[config.mk]
export PLATFORM = sky130hd
export DESIGN_NAME = flash_op_sequencer
export DESIGN_NICKNAME = d
export VERILOG_FILES = /design/src/rtl/flash_op_sequencer.sv
export SDC_FILE = /design/constraint.sdc
export NUM_CORES = 1
export LEC_CHECK = 0
export CAP_MARGIN = 30
export CELL_PAD_IN_SITES_DETAIL_PLACEMENT = 0
export CELL_PAD_IN_SITES_GLOBAL_PLACEMENT = 1
export CORE_MARGIN = 1
export CORE_UTILIZATION = 49
export DETAILED_ROUTE_END_ITERATION = 8
export HOLD_SLACK_MARGIN = 0.02
export PLACE_DENSITY_LB_ADDON = 0.05
export SYNTH_ARGS = -nofsm -noshare
export SYNTH_HDL_FRONTEND = slang
export SYNTH_SLANG_ARGS = --single-unit
[constraint.sdc]
create_clock -name sys_clk -period 8.52 [get_ports sys_clk]
set_input_delay 1.278 -clock sys_clk [delete_from_list [all_inputs] [get_ports sys_clk]]
set_output_delay 1.278 -clock sys_clk [all_outputs]
set_load 0.05 [all_outputs]
[src/rtl/flash_op_sequencer.sv]
// flash_op_sequencer
//   Owns the SPI flash bus and runs one erase operation per request:
//   WREN frame, erase command frame, then RDSR polling until WIP clears
//   (or the poll budget runs out). SPI mode 3, SCK = sys_clk/4.
// Ports
//   sys_clk, rst_n      clock, async active-low reset
//   req, op, addr       request handshake (sampled in IDLE only)
//   busy, done, err     status; err is qualified by done
//   MISO, MOSI, cs_n, sck  flash pins
module flash_op_sequencer #(
  parameter int CS_GAP   = 16,
  parameter int POLL_MAX = 4096
) (
  input  logic        sys_clk,
  input  logic        rst_n,
  input  logic        req,
  input  logic [1:0]  op,
  input  logic [23:0] addr,
  output logic        busy,
  output logic        done,
  output logic        err,
  input  logic        MISO,
  output logic        MOSI,
  output logic        cs_n,
  output logic        sck
);

  localparam int PCW = ($clog2(POLL_MAX + 1) > 13) ? $clog2(POLL_MAX + 1) : 13;
  localparam int CW  = 16;

  typedef enum logic [2:0] {S_IDLE, S_WREN, S_GAP, S_CMD, S_POLL, S_DONE} state_t;

  state_t          state, state_n, ret_q;
  logic [1:0]      op_q;
  logic [23:0]     addr_q;
  logic            err_q;
  logic [PCW-1:0]  poll_cnt, poll_inc;
  logic [CW-1:0]   cnt, frame_last;
  logic [31:0]     tx_sh, tx_load;
  logic [7:0]      rx_sh;
  logic [5:0]      nbits;
  logic            in_frame, frame_end, frame_start, gap_end, bit_zone;
  logic            wip, timeout;

  // Frame timing: cnt runs from cs_n fall. 4 lead cycles, 4 cycles per bit,
  // 4 tail cycles; the frame's last cycle is cnt == 7 + 4*nbits.
  always_comb begin
    case (state)
      S_WREN:  nbits = 6'd8;
      S_CMD:   nbits = (op_q == 2'b01) ? 6'd8 : 6'd32;
      S_POLL:  nbits = 6'd16;
      default: nbits = 6'd8;
    endcase
  end

  assign in_frame   = (state == S_WREN) || (state == S_CMD) || (state == S_POLL);
  assign frame_last = CW'(7) + CW'({nbits, 2'b00});
  assign frame_end  = in_frame && (cnt == frame_last);
  assign bit_zone   = in_frame && (cnt >= CW'(4)) && (cnt < frame_last - CW'(3));
  assign gap_end    = (state == S_GAP) && (cnt == CW'(CS_GAP - 1));
  assign poll_inc   = (poll_cnt == '1) ? poll_cnt : poll_cnt + 1'b1;
  // rx_sh holds the last 8 bits clocked in, i.e. the status byte after RDSR.
  assign wip        = rx_sh[0];
  assign timeout    = (poll_inc >= PCW'(POLL_MAX));

  always_comb begin
    if (state == S_IDLE) tx_load = {8'h06, 24'h0};
    else if (ret_q == S_CMD)
      tx_load = (op_q == 2'b00) ? {8'hD8, addr_q} : {8'hC7, 24'h0};
    else tx_load = {8'h05, 24'h0};
  end

  // state register
  always_ff @(posedge sys_clk or negedge rst_n) begin
    if (!rst_n) state <= S_IDLE;
    else        state <= state_n;
  end

  // next-state logic
  always_comb begin
    state_n = state;
    case (state)
      S_IDLE:  if (req) state_n = op[1] ? S_DONE : S_WREN;
      S_WREN,
      S_CMD:   if (frame_end) state_n = S_GAP;
      S_GAP:   if (gap_end) state_n = ret_q;
      S_POLL:  if (frame_end) state_n = (wip && !timeout) ? S_GAP : S_DONE;
      S_DONE:  state_n = S_IDLE;
      default: state_n = S_IDLE;
    endcase
  end

  // outputs
  always_comb begin
    busy        = (state != S_IDLE);
    done        = (state == S_DONE);
    err         = (state == S_DONE) && err_q;
    frame_start = ((state == S_IDLE) && req && !op[1]) || gap_end;
  end

  // bus datapath
  always_ff @(posedge sys_clk or negedge rst_n) begin
    if (!rst_n) begin
      op_q     <= 2'b00;
      addr_q   <= 24'h0;
      err_q    <= 1'b0;
      poll_cnt <= '0;
      cnt      <= '0;
      tx_sh    <= 32'h0;
      rx_sh    <= 8'h0;
      ret_q    <= S_CMD;
      cs_n     <= 1'b1;
      sck      <= 1'b1;
      MOSI     <= 1'b0;
    end else begin
      if ((state == S_IDLE) && req) begin
        op_q     <= op;
        addr_q   <= addr;
        err_q    <= op[1];
        poll_cnt <= '0;
      end
      if (frame_start) begin
        cs_n  <= 1'b0;
        cnt   <= '0;
        tx_sh <= tx_load;
        rx_sh <= 8'h0;
      end else if (frame_end) begin
        cs_n  <= 1'b1;
        cnt   <= '0;
        ret_q <= (state == S_WREN) ? S_CMD : S_POLL;
        if (state == S_POLL) begin
          poll_cnt <= poll_inc;
          if (wip && timeout) err_q <= 1'b1;
        end
      end else if (in_frame || (state == S_GAP)) begin
        cnt <= cnt + CW'(1);
      end
      if (bit_zone) begin
        case (cnt[1:0])
          2'd0: begin sck <= 1'b0; MOSI <= tx_sh[31]; end
          2'd2: begin sck <= 1'b1; rx_sh <= {rx_sh[6:0], MISO}; end
          2'd3: tx_sh <= {tx_sh[30:0], 1'b0};
          default: ;
        endcase
      end
    end
  end

endmodule

==> metrics.yaml <==
core.rowCount: 35
wl_per_cell_um: 14.7
fp.dieW_um: 101
die_area_um2: 10200
syn_area_per_cell_um2: 9.40
place_congestion: 0.844
p_per_area_nw_per_um2: 291
track_usage_pct: 21.5
post_cts_buffers: 0
cts_tree: "done"
synth_seq_cells: 97
synth_top_area_cell: "dfrtp_1"
irDropWorstVdd_uv: 144
wl_met3_um: 385
dr_wl_met2_mm: 4.51
h-tree-depth: 3
period_needed_ns: 3.74
holdBufCountCts: 0
drv_slew: 0
cp_max_fo: 15
yosys_warnings: 0
pin_count: 36
hold_viol: 0
rsz0062_at_grt: "false"
initialDrtViolationCount: 228
arrival_ns: 3.96
worstPathRequired_ns: 8.74
cp-end-kind: "flip-flop"
max_slew.worst_pin.slew_ns: 0.685
synth_top_area_share_pct: 48.9
crit_type: "flip-flop to flip-flop"
via_per_inst: 5.51
hold_depth: 2
drive_above_1_share_pct: 10.3
grt_max_degree: 63
drtPass1Iterations: 4
yosysUniqueCellTypes: 57
path_clk_slew_ns: 0.10
async_flop_share_pct: 100
finalSetupViolCount: 0
grt_pass1_vias: 3498
syn_area_um2: 4810
clockBufferDepth: 2
wl_met1_mm: 4.85
core_area_um2: 9370
fillCellCount: 851
cts_buffers: 9
start_kind: "flip-flop"
initial_core_util_pct: 51.4
min_period_over_period_pct: 43.9
via_count: 3706
final_nets: 576
wl_mm: 9.85
synthCells: 512
ys.flop_type: "dfrtp_1"
overflow: 0
max_freq_ghz: 0.267
clk_latency_ns: 0.36
synth_area_leaders: "dfrtp_1, nand2_1, a22oi_2"
drc: 0
io_buffer_count: 35
grt_pass1_wl_mm: 17.1
root_buffer: "clkbuf_8"
power.leakage_uw: 0.00241
max_slew_margin_pct: 54.3
status: "finished clean"
dp_slack_ns: 4.56
skew_ns: 0.0135
ant_nets: 0
diodes: 0
die_y_um: 101
cts_resized: 0
clock-sinks: 97
worst_slack_ns: 4.78
hold_class: "flip-flop to flip-flop"
ys_seq_area_share_pct: 50.5
tns_ns: 0
antenna_found_initial: 0
synth_edf_count: 0
syn_to_final_growth_pct: 14.9
reg2reg_depth: 8
cap_violations: 0
routed.top_layer: "met4"
dp_hpwl_mm: 6.86
syn-num-nets: 549
==> synth_stat cells (all sizes together) (3+ instances only) <==
cell type  number
nand2         132
ha              7
o21ai          35
nor4            8
buf             8
and2            4
dfrtp          94
o211ai          6
nand2b          6
or4             4
nor3b           3
inv            13
a22oi          25
nor2           28
clkbuf         18
mux2i           7
mux2            3
and3            6
nand3          13
nor3           14
nand4           9
xnor2           8
a21oi          15
and4            4
dfstp           3
a211oi          5
o31ai           5
==> registers in the layout, summed over array words and instances (netlist names) <==
register,cells
MOSI,1
addr_q,24
cnt,16
cs_n,1
err_q,1
op_q,2
poll_cnt,13
ret_q,2
rx_sh,1
sck,1
state,3
tx_sh,32
==> cells by family after synthesis <==
logic type / share of synthesized area (%)
buffers and inverters: 3.48
AOI/OAI and AO/OA: 16.7
DFF: 50.5
and+or+nand+nor: 23.5
muxes: 2.16
xor gates and xnor gates: 1.82
adders and majority gates: 1.82
==> power breakdown <==
group,internal (uW),switching (uW)
clock network,194,156
registers,610,134
logic,213,304
total,1020,593
==> placed cells by master, fill, tap and decap left out, drive strengths merged, types with 3 or more instances in the layout <==
master / count
mux2: 3
inv: 14
o211ai: 6
nor2: 28
nand4: 9
a21oi: 15
nor3: 14
buf: 8
or4: 4
nor3b: 3
a22oi: 25
and4: 4
mux2i: 7
nand3: 13
nand2: 132
nand2b: 6
o21ai: 35
a211oi: 5
and3: 6
and2: 4
bufinv: 3
xnor2: 8
o31ai: 5
dfstp: 3
ha: 7
clkdlybuf4s50: 34
dfrtp: 94
nor4: 8
clkbuf: 10
==> layer usage <==
layer | vias up | global-route usage [%]
li1 | 1860 | -
met1 | 1771 | 30.7
met2 | 64 | 33.1
met3 | 11 | 4.72
met4 | 0 | 6.13
met5 | - | 0
==> worst max-delay path, cell delays in order (launching register included) <==
cell and delay, ns:
dfrtp_1 0.61, nor3b_1 0.54, inv_1 0.27, ha_1 0.39, nand4b_1 0.20, or4_1 0.61
a21oi_1 0.31, nand2b_1 0.54, nor3_1 0.13
==> final timing paths <==
check	from	endpoint	slack (ns)
worst max-delay path	state[2]	cnt[6]	4.78
worst min-delay path	tx_sh[4]	tx_sh[5]	0.49
worst max register to register	state[2]	cnt[6]	4.78
worst min register to register	tx_sh[4]	tx_sh[5]	0.49
max in group asynchronous	rst_n	cs_n	6.68
min in group asynchronous	rst_n	addr_q[5]	0.75
==> layout make-up <==
type                            count  area, um2  area share [%]
Clock buffer                       10        128            2.31
Inverter                           13       48.8           0.883
Multi-Input combinational cell    376       2220            40.2
Tap cell                          129        161            2.92
Clock inverter                      5        104            1.88
Sequential cell                    97       2430            44.0
Timing Repair Buffer               42        433            7.83
==> stage by stage <==
step	hold WS (ns)	utilization (%)	power, uW	cells	cell area, um2
2_1_floorplan	0.437	-	1140	512	4810
3_3_place_gp	0.455	56.0	1250	655	5250
3_5_place_dp	0.467	56.5	1270	657	5300
4_1_cts	0.485	59.0	1630	672	5530
5_1_grt	0.512	59.0	1730	672	5530
6_report	0.486	59.0	1610	672	5530
(Power assumes the default switching activity.)
